===== src/rtl/fifo_pkg.sv =====
// Shared FIFO parameters and the occupancy encoding used by the read-side
// stream adapter and its skid buffer.
package fifo_pkg;

    localparam int unsigned DATA_WIDTH = 8;
    localparam int unsigned ADDR_WIDTH = 4;
    localparam int unsigned SKID_DEPTH = 2;

    typedef enum logic [1:0] {
        EMPTY = 2'd0,
        ONE   = 2'd1,
        TWO   = 2'd2
    } occ_state_e;

    function automatic logic [1:0] occ_count(input occ_state_e s);
        return s;
    endfunction

endpackage


===== src/rtl/fifo_rd_stream_if.sv =====
// Valid/ready stream bundle; master drives valid/data, slave drives ready.
interface fifo_rd_stream_if #(
    parameter int unsigned DATA_WIDTH = fifo_pkg::DATA_WIDTH
) ();

    logic                  valid;
    logic [DATA_WIDTH-1:0] data;
    logic                  ready;

    modport master (output valid, output data, input ready);
    modport slave  (input valid, input data, output ready);

endinterface


===== src/rtl/fifo_skid_buf.sv =====
// Two-entry register buffer: head_q is always the oldest word and drives the
// stream directly; occupancy is tracked by a small EMPTY/ONE/TWO state machine.
module fifo_skid_buf #(
    parameter int unsigned DATA_WIDTH = fifo_pkg::DATA_WIDTH
) (
    input  logic                    clk_i,
    input  logic                    rst_i,
    input  logic                    clear_i,
    input  logic                    push_i,
    input  logic [DATA_WIDTH-1:0]   push_data_i,
    output fifo_pkg::occ_state_e    state_o,
    fifo_rd_stream_if.master        out
);

    import fifo_pkg::*;

    occ_state_e            state_q;
    logic [DATA_WIDTH-1:0] head_q;
    logic [DATA_WIDTH-1:0] tail_q;
    logic                  pop;

    assign pop       = out.valid && out.ready;
    assign out.valid = (state_q != EMPTY);
    assign out.data  = head_q;
    assign state_o   = state_q;

    always_ff @(posedge clk_i) begin
        if (rst_i || clear_i) begin
            state_q <= EMPTY;
            head_q  <= '0;
            tail_q  <= '0;
        end else begin
            case (state_q)
                EMPTY: begin
                    if (push_i) begin
                        head_q  <= push_data_i;
                        state_q <= ONE;
                    end
                end
                ONE: begin
                    if (push_i && pop) begin
                        head_q <= push_data_i;
                    end else if (push_i) begin
                        tail_q  <= push_data_i;
                        state_q <= TWO;
                    end else if (pop) begin
                        state_q <= EMPTY;
                    end
                end
                TWO: begin
                    // Pop shifts tail forward; a simultaneous push refills tail.
                    if (pop) begin
                        head_q <= tail_q;
                        if (push_i) begin
                            tail_q <= push_data_i;
                        end else begin
                            state_q <= ONE;
                        end
                    end
                end
                default: state_q <= EMPTY;
            endcase
        end
    end

endmodule


===== src/rtl/fifo_rd_stream.sv =====
// Converts FIFO pop/data (one-cycle read latency) into a valid/ready stream.
// Define FIFO_RD_STATS_EN to add the rd_count delivered-word counter.
module fifo_rd_stream #(
    parameter int unsigned DATA_WIDTH = fifo_pkg::DATA_WIDTH
) (
    input  logic                  rd_clk,
    input  logic                  rd_rst,
    input  logic                  flush,
    input  logic                  fifo_empty,
    output logic                  fifo_rd_en,
    input  logic [DATA_WIDTH-1:0] fifo_rd_data,
    output logic                  m_valid,
    output logic [DATA_WIDTH-1:0] m_data,
    input  logic                  m_ready
`ifdef FIFO_RD_STATS_EN
    ,
    output logic [31:0]           rd_count
`endif
);

    import fifo_pkg::*;

    fifo_rd_stream_if #(.DATA_WIDTH(DATA_WIDTH)) strm ();

    occ_state_e occ_state;
    logic       inflight_q;
    logic       push;
    logic       xfer;
    logic [2:0] pending;

    assign strm.ready = m_ready;
    assign m_valid    = strm.valid;
    assign m_data     = strm.data;
    assign xfer       = strm.valid && strm.ready;
    assign push       = inflight_q;

    // Words that will be buffered after this edge, counting the one still in flight.
    assign pending    = {1'b0, occ_count(occ_state)} + {2'b00, inflight_q} - {2'b00, xfer};
    assign fifo_rd_en = !fifo_empty && !flush && !rd_rst && (pending < 3'(SKID_DEPTH));

    always_ff @(posedge rd_clk) begin
        if (rd_rst || flush) begin
            inflight_q <= 1'b0;
        end else begin
            inflight_q <= fifo_rd_en;
        end
    end

    fifo_skid_buf #(.DATA_WIDTH(DATA_WIDTH)) u_buf (
        .clk_i       (rd_clk),
        .rst_i       (rd_rst),
        .clear_i     (flush),
        .push_i      (push),
        .push_data_i (fifo_rd_data),
        .state_o     (occ_state),
        .out         (strm.master)
    );

`ifdef FIFO_RD_STATS_EN
    logic [31:0] rd_count_q;

    // Flush drops buffered words but keeps the running delivery count.
    always_ff @(posedge rd_clk) begin
        if (rd_rst) begin
            rd_count_q <= '0;
        end else if (xfer) begin
            rd_count_q <= rd_count_q + 32'd1;
        end
    end

    assign rd_count = rd_count_q;
`endif

endmodule


===== config.mk =====
export PLATFORM = sky130hd
export DESIGN_NAME = fifo_rd_stream
export DESIGN_NICKNAME = d
export VERILOG_FILES = /design/src/rtl/fifo_pkg.sv /design/src/rtl/fifo_rd_stream_if.sv /design/src/rtl/fifo_skid_buf.sv /design/src/rtl/fifo_rd_stream.sv
export SDC_FILE = /design/constraint.sdc
export NUM_CORES = 1
export LEC_CHECK = 0
export CORE_UTILIZATION = 25
export CTS_CLUSTER_SIZE = 14
export DETAILED_ROUTE_END_ITERATION = 6
export SYNTH_ARGS = -nofsm -noshare
export SYNTH_HDL_FRONTEND = slang
export SYNTH_SLANG_ARGS = --single-unit
export TNS_END_PERCENT = 20

===== constraint.sdc =====
create_clock -name rd_clk -period 3.5 [get_ports rd_clk]
set_clock_uncertainty 0.15 [all_clocks]
set_input_delay 1.05 -clock rd_clk [delete_from_list [all_inputs] [get_ports rd_clk]]
set_output_delay 1.05 -clock rd_clk [all_outputs]
set_load 0.1 [all_outputs]

# --- Word-level counts from Yosys, hierarchy flattened ---
# Index checks and enable logic that the tools add are counted.
totals:
  output_inout_bits: 10
  wordCells: 46
  regBits: 19
op_classes:
  n_eq_ne: 8
  add_sub_neg: 2
  magnitude_cmp: 1
  mux: 15
  reduce_logical: 16
op_table:
  columns: ["operator", "count"]
  rows:
  - ["2-to-1 mux 8 bit", 6]
  - ["case mux 8 bit (3 select lines)", 1]
  - ["case mux 8 bit (2 select lines)", 1]
  - ["2-to-1 mux 2 bit", 6]
  - ["!= test 2 bit, second input constant", 3]
  - ["case mux 2 bit (3 select lines)", 1]
  - ["logical AND 1 bit", 5]
  - ["AND reduction 5 bit", 1]
  - ["!= test 2 x 1 -> 1 bit, second input constant", 2]
  - ["AND reduction 4 bit", 1]
  - ["nonzero test 2 bit", 2]
  - ["adder 2 x 1 -> 3 bit", 1]
  - ["logical NOT 1 bit", 3]
  - ["< comparator 3 x 2 -> 1 bit, second input constant", 1]
  - ["!= test 3 x 2 -> 1 bit, second input constant", 1]
  - ["AND reduction 3 bit", 1]
  - ["nonzero test 3 bit", 1]
  - ["subtractor 3 x 1 -> 3 bit", 1]
  - ["== test 2 x 1 -> 1 bit, second input constant", 1]
  - ["== test 2 bit, second input constant", 1]
  - ["logical NOT 2 bit", 1]
  - ["logical OR 1 bit", 1]

# --- Longest topological paths before layout ---
# Gate-level depths: netlist of the first run.
depth:
  word_depth: 6
  mapped_depth: 6
  depth_no_buf: 5

# --- By module ---
# A second synthesis of the first run with hierarchy kept.
unflattened:
  hier_cells: 104
  hier_area_um2: 996.0
by_module_without_submodules:
  columns: ["mod", "n_inst", "seq_area_each_um2", "cells_each", "area_each_um2"]
  rows:
  - ["fifo_skid_buf", 1, 360.3, 94, 892.1]
  - ["fifo_rd_stream", 1, 20.0, 10, 103.8]

# --- Worst setup path before layout of the first run ---
# Ideal clock, no wire load.
synth_timing:
  path_type: "input port to output port"
  startpoint: "in m_ready"
  endpoint: "out fifo_rd_en"
  arrival_time_ns: 5.178
  n_path_buf: 1
  slack_ns: -2.878
  stages: 6
  t_required_ns: 2.300
  path_cell_list: "and3b_1 > buf_4 > o21ai_0 > fa_1 > xor2_1 > nor4b_1"
synth_between:
  elab_chain_cells: 4
synth_rtl:
  columns: ["item", "line", "source"]
  rows:
  - ["from (decl)", "fifo_rd_stream.sv:14", "input logic m_ready"]
  - ["logical AND 1 bit", "fifo_rd_stream.sv:34", "assign xfer = strm.valid && strm.ready;"]
  - ["subtractor 3 x 1 -> 3 bit", "fifo_rd_stream.sv:38", "assign pending = {1'b0, occ_count(occ_state)} + {2'b00, inflight_q} - {2'b00, xfer};"]
  - ["< comparator 3 x 2 -> 1 bit", "fifo_rd_stream.sv:39", "assign fifo_rd_en = !fifo_empty && !flush && !rd_rst && (pending < 3'(SKID_DEPTH));"]
  - ["logical AND 1 bit", "fifo_rd_stream.sv:39", null]
  - ["to (decl)", "fifo_rd_stream.sv:10", "output logic fifo_rd_en,"]
# Every way passes these cells.

# --- Final worst setup path of the first run ---
# Same ends and word-level chain as after synthesis.

==> impl_metrics.env, run 1 <==
export IMPL_cts_buffer_depth=2
export IMPL_tightest_slew_ps=783
export IMPL_powerDensity_nw_per_um2=343
export IMPL_grt_pass1_vias=832
export IMPL_hold_depth=2
export IMPL_r2r_cells=6
export IMPL_vias=817
export IMPL_place_ws_ps=-645
export IMPL_vias_per_cell=4.72
export IMPL_start_util_pct=25.9
export IMPL_ir_worst_vdd_mv=0.211
export IMPL_crit_family="simple AND/OR/NAND/NOR gates"
export IMPL_num_rows=22
export IMPL_die_height_um=63.6
export IMPL_yosysTopAreaCell="dfxtp_1"
export IMPL_drive_above_1_share_pct=23.2
export IMPL_violations="setup timing"
export IMPL_dp_hpwl_mm=1.62
export IMPL_ys_seq_elements=19
export IMPL_core_um2=3660
export IMPL_critPathMaxStageDelay_ps=360
export IMPL_worstSetupPathType="in2out"
export IMPL_wl_per_cell_um=12.7
export IMPL_grt_antenna_before_repair=0
export IMPL_grt_max_degree=17
export IMPL_fin_crit_sh_pct=106
export IMPL_synth_nets=113
export IMPL_drtAntennaViolNets=0
export IMPL_synth_seq_area_share_pct=40.1
export IMPL_die_w_um=63.6
export IMPL_fin_crit_ps=3710
export IMPL_numPortBuffers=22
export IMPL_cp_slowest_cell="fa_2"
export IMPL_synth_warnings=0
export IMPL_internal_power_mw=0.328
export IMPL_reg2reg_slack_ps=1550
export IMPL_post_route_drc_count=0
export IMPL_nFillCells=386
export IMPL_cp_depth=7
export IMPL_grt_pass1_wl_mm=3.75
export IMPL_crit_chain="buf_6, and3b_2, buf_6, fa_2, xor2_2, nor4b_4, buf_12"
export IMPL_fin_nets=140
export IMPL_cts_tree="built"
export IMPL_yosys_top_cells_area="dfxtp_1 (40%), mux2i_1 (17%), a211oi_1 (13%)"
export IMPL_synth_top_area_share_pct=40.1
export IMPL_p_sw_mw=0.120
export IMPL_synth_cell_area_um2=948
export IMPL_rsz0062_at_grt="yes"
export IMPL_hold_viol=0
export IMPL_critPathBufInv=3
export IMPL_cts_sinks=19
export IMPL_fin_ws_ps=-209
export IMPL_swShare_pct=26.8
export IMPL_place_congestion=0.696
export IMPL_area_growth_pct=37.7
export IMPL_finalSetupViolations=1
export IMPL_p_leak_nw=0.537
export IMPL_start_kind="input pin"
export IMPL_status="complete, but fails checks"
export IMPL_drt_iter0_markers=17
export IMPL_fmax_mhz=270
export IMPL_crit_required_ps=2300
export IMPL_ys_types=24
export IMPL_final_core_util_pct=35.7
export IMPL_worstHoldPathType="reg2reg"
export IMPL_worst_path_max_fanout=3
export IMPL_synthCells=99
export IMPL_drv_slew=0
export IMPL_clk_latency_ps=260
export IMPL_routed_wl_mm=2.19
export IMPL_dieArea_um2=4040
export IMPL_grt_usage_pct=12.0
export IMPL_maxSlewHeadroom_pct=47.7
export IMPL_comb_power_share_pct=15.9
export IMPL_antennaDiodeCount=0
export IMPL_synthFlopType="dfxtp_1"
export IMPL_async_flop_share_pct=0
export IMPL_cts_buffers=3
export IMPL_h_tree_depth=1
export IMPL_drt_pass1_iter_count=4
export IMPL_gr_total_overflow=0
export IMPL_pwr_share_clk_pct=34.6
export IMPL_crit_top_cell="buf_6"
export IMPL_synth_edf_count=0
export IMPL_synth_area_per_cell_um2=9.58
export IMPL_cp_arrival_ps=2510
export IMPL_ios=23
export IMPL_cts_clk_slew_worst_paths_ps=70
export IMPL_drv_cap=0
export IMPL_cp_end_kind="primary output"
export IMPL_sequentialPowerShare_pct=49.5
export IMPL_cts_root_buf="clkbuf_8"
-- worst register-to-register path: stages, from the launching register on --
cell     delay, ps
dfxtp_1        410
and3b_2        260
buf_6          120
fa_2           360
xor2_2         170
buf_4          140
nor4b_1        250
-- flip-flops by register name (all words and copies together) (netlist names) --
signal,count
inflight_q,1
u_buf.tail_q,8
u_buf.state_o,2
u_buf.out.data,8
-- final timing paths --
| check | start | to |
|---|---|---|
| max | m_ready | fifo_rd_en |
| min | u_buf.tail_q[5]$_SDFFE_PP0P_ | u_buf.tail_q[5]$_SDFFE_PP0P_ |
| max reg2reg | u_buf.state_o[0]$_SDFFE_PP0P_ | inflight_q$_SDFF_PP0_ |
| min reg2reg | u_buf.tail_q[5]$_SDFFE_PP0P_ | u_buf.tail_q[5]$_SDFFE_PP0P_ |
-- cell families (layout without fill, tap and decap cells) --
logic type,count (synthesis),in the layout,synth area share (%)
and+or+nand+nor,32,32,17.5
adders and majority gates,1,1,2.11
AOI/OAI and AO/OA,23,23,17.8
xor gates and xnor gates,1,1,0.924
DFF,19,19,40.1
buffers and inverters,7,33,4.62
muxes,16,16,16.9
-- synthesized netlist by cell type, drive strengths merged (2+ instances only) --
master  number
or2          2
nor2b        3
nand2b       2
a211oi      16
clkbuf       2
buf          5
nor4b        2
mux2i       16
and3b        2
nand2       17
dfxtp       19
a21o         2
nor2         2
-- routing by layer --
layer	share of wire, %	GRT usage (%)	vias to the layer above
li1	-	-	409
met1	40	12.7	385
met2	53	21.9	19
met3	5.7	3.08	4
met4	1.6	5.11	0
met5	0	0	-
-- power by group through the flow --
stage	Combinational (mW)	Clock [mW]	Sequential [mW]
finish	0.0713	0.155	0.222
floorplan	0.0277	0	0.242
global placement	0.0698	0	0.227
detailed placement	0.0713	0	0.227
CTS	0.0719	0.161	0.222
global route	0.0760	0.171	0.222
-- through the flow --
stage	setup TNS, ps	instances	total power, mW	hold WS, ps	area (µm²)
final	-209	173	0.448	308	1310
after global routing	-279	173	0.469	329	1310
after CTS	-215	173	0.455	309	1310
after detailed placement	-645	168	0.298	297	1250
after global placement	-636	168	0.297	292	1250
after floorplan	-803	99	0.269	284	981
-- final cells by class --
class / count / area (µm²) / share of cell area (%)
Tap cell: 48 / 60.1 / 4.60
Clock buffer: 3 / 41.3 / 3.16
Clock inverter: 1 / 5.00 / 0.383
Multi-Input combinational cell: 73 / 554 / 42.4
Sequential cell: 19 / 380 / 29.1
Timing Repair Buffer: 29 / 265 / 20.3
-- layout by cell type, fill, tap and decap left out, drive strengths merged --
| cell type | count |
|---|---|
| a211oi | 16 |
| a21o | 2 |
| a21oi | 1 |
| a2bb2oi | 1 |
| and3b | 2 |
| buf | 18 |
| clkbuf | 3 |
| clkdlybuf4s50 | 11 |
| clkinv | 1 |
| dfxtp | 19 |
| fa | 1 |
| mux2i | 16 |
| nand2 | 17 |
| nand2b | 2 |
| nor2 | 2 |
| nor2b | 3 |
| nor3b | 1 |
| nor4b | 2 |
| o21a | 1 |
| o21ai | 1 |
| o21bai | 1 |
| or2 | 2 |
| or3b | 1 |
| xor2 | 1 |
-- repair_timing --
item / CTS / global route
buffers inserted: 1 / 0
pin swaps: 3 / 0
resized for setup: 7 / 0
hold buffers: 0 / 0
endpoints found under the setup margin: 1 / 1
(Power assumes the default switching activity.)
==> run 2, diff against run 1 <==
Settings changed: CORE_UTILIZATION 25 to 47, CTS_BUF_LIST from default to sky130_fd_sc_hd__clkbuf_4 sky130_fd_sc_hd__clkbuf_8 sky130_fd_sc_hd__clkbuf_16, PLACE_DENSITY from default to 0.76.
==> run 2 against run 1 <==
  * The run still ends with setup timing left
  * Flip-flop and latch count stayed put
  * Maximum frequency is 1.4% lower
  * Clock power is 25% lower
  * Critical path type unchanged
  * Largest cell class unchanged
==> impl_metrics.env, run 2 (same netlist as run 1, synthesis figures left out) <==
export IMPL_grt_max_degree=17
export IMPL_cts_root_buf="clkbuf_4"
export IMPL_cts_clk_slew_worst_paths_ps=110
export IMPL_dp_cells=145
export IMPL_antennaDiodeCount=0
export IMPL_mostFrequentLayoutCells="dfxtp_1 (19), nand2_1 (17), mux2i_1 (16), a211oi_1 (16), buf_4 (14)"
export IMPL_drv_cap=0
export IMPL_ir_worst_vdd_mv=0.231
export IMPL_crit_chain="buf_6, and3b_2, buf_6, fa_2, xor2_2, nor4b_4, buf_12"
export IMPL_vias_per_cell=5.41
export IMPL_hold_buffers=0
export IMPL_vias=806
export IMPL_finalSetupViolations=1
export IMPL_wl_per_cell_um=13.3
export IMPL_start_util_pct=52.6
export IMPL_tightest_slew_ps=731
export IMPL_drt_iter0_markers=9
export IMPL_grt_usage_pct=20.7
export IMPL_worstHoldPathType="reg2reg"
export IMPL_cp_arrival_ps=2560
export IMPL_worstSetupPathType="in2out"
export IMPL_critPathBufInv=3
export IMPL_crit_required_ps=2300
export IMPL_status="complete, but fails checks"
export IMPL_dieArea_um2=2200
export IMPL_num_rows=15
export IMPL_core_um2=1800
export IMPL_ios=23
export IMPL_die_height_um=46.9
export IMPL_h_tree_depth=1
export IMPL_cp_end_kind="primary output"
export IMPL_fin_nets=139
export IMPL_crit_top_cell="buf_6"
export IMPL_violations="setup timing"
export IMPL_cts_buffer_depth=2
export IMPL_cts_tree="built"
export IMPL_cts_buffers=3
export IMPL_fin_crit_ps=3760
export IMPL_instances_no_fill=149
export IMPL_area_growth_pct=32.2
export IMPL_worst_path_max_fanout=3
export IMPL_start_kind="input pin"
export IMPL_powerDensity_nw_per_um2=327
export IMPL_p_leak_nw=0.525
export IMPL_post_route_drc_count=0
export IMPL_gr_total_overflow=0
export IMPL_maxSlewHeadroom_pct=51.2
export IMPL_r2r_start="u_buf.state_o[0]$_SDFFE_PP0P_"
export IMPL_dp_hpwl_mm=1.47
export IMPL_routed_wl_mm=1.98
export IMPL_place_congestion=0.803
export IMPL_fin_crit_sh_pct=107
export IMPL_drt_pass1_iter_count=4
export IMPL_cts_sinks=19
export IMPL_fin_ws_ps=-262
export IMPL_drv_slew=0
export IMPL_cp_slowest_cell="fa_2"
export IMPL_clk_latency_ps=290
export IMPL_grt_pass1_vias=758
export IMPL_drtAntennaViolNets=0
export IMPL_grt_pass1_wl_mm=3.24
export IMPL_drive_above_1_share_pct=22.6
export IMPL_grt_antenna_before_repair=0
export IMPL_hold_viol=0
export IMPL_hold_start="u_buf.tail_q[3]$_SDFFE_PP0P_"
export IMPL_die_w_um=46.9
export IMPL_cts_setup_buffers=0
export IMPL_critPathMaxStageDelay_ps=360
export IMPL_numPortBuffers=22
export IMPL_crit_start="m_ready"
export IMPL_place_ws_ps=-650
export IMPL_rsz0062_at_grt="yes"
export IMPL_final_common_cell="dfxtp_1"
export IMPL_whs_ps=315
export IMPL_crit_family="simple AND/OR/NAND/NOR gates"
export IMPL_fmax_mhz=266
[run 2: changes by cell type in the layout (fill, tap and decap cells not counted), sizes merged]
| cell | before | now |
|---|---|---|
| buf | 18 | 17 |
| clkbuf | 3 | 4 |
| clkinv | 1 | 0 |
[run 2: worst paths after layout]
kind,end,slack [ps],depth (start not counted)
setup / recovery,fifo_rd_en,-260,7
hold / removal,u_buf.tail_q[3]$_SDFFE_PP0P_,320,2
setup reg to reg,inflight_q$_SDFF_PP0_,1600,5
hold reg to reg,u_buf.tail_q[3]$_SDFFE_PP0P_,320,2
[run 2: power by group]
| part | switching (mW) | internal [mW] | leakage [nW] |
|---|---|---|---|
| logic | 0.0412 | 0.0296 | 0.353 |
| registers | 0.00257 | 0.219 | 0.154 |
| clock network | 0.0651 | 0.0520 | 0.0184 |
| total | 0.109 | 0.301 | 0.525 |
[run 2: stage by stage]
step / area (µm²) / total power [mW] / util [%] / setup TNS (ps)
3_5_place_dp: 1220 / 0.297 / 67.6 / -650
2_1_floorplan: 981 / 0.269 / - / -803
3_3_place_gp: 1220 / 0.296 / 67.6 / -617
5_1_grt: 1250 / 0.425 / 69.6 / -293
6_report: 1250 / 0.410 / 69.6 / -262
4_1_cts: 1250 / 0.411 / 69.6 / -269
[run 2: worst reg2reg max path, delay by kind of cell, from the launching register on]
family	cells	cell delay (ps)
adders and majority gates	1	360
xor gates and xnor gates	1	200
buffers and inverters	1	120
DFF	1	430
and+or+nand+nor	2	540
[run 2: repair_timing]
action / in CTS / in global routing
pin swaps: 4 / 0
setup endpoints to repair: 1 / 1
gates resized for setup: 7 / 0
[run 2: final cells by class]
| class | instances | area [µm²] |
|---|---|---|
| multi-input cells | 73 | 554 |
| fillers | 162 | 548 |
| flip-flops and latches | 19 | 380 |
| repair buffers | 28 | 258 |
| well taps | 25 | 31.3 |
| clock buffers | 4 | 30.0 |
[run 2: per-layer routing]
layer	vias up	global-route usage, %	part of all wire (%)
li1	408	-	-
met1	377	26.4	48
met2	19	35.3	49
met3	2	3.46	3.0
met4	0	6.86	0.61
met5	-	0	0
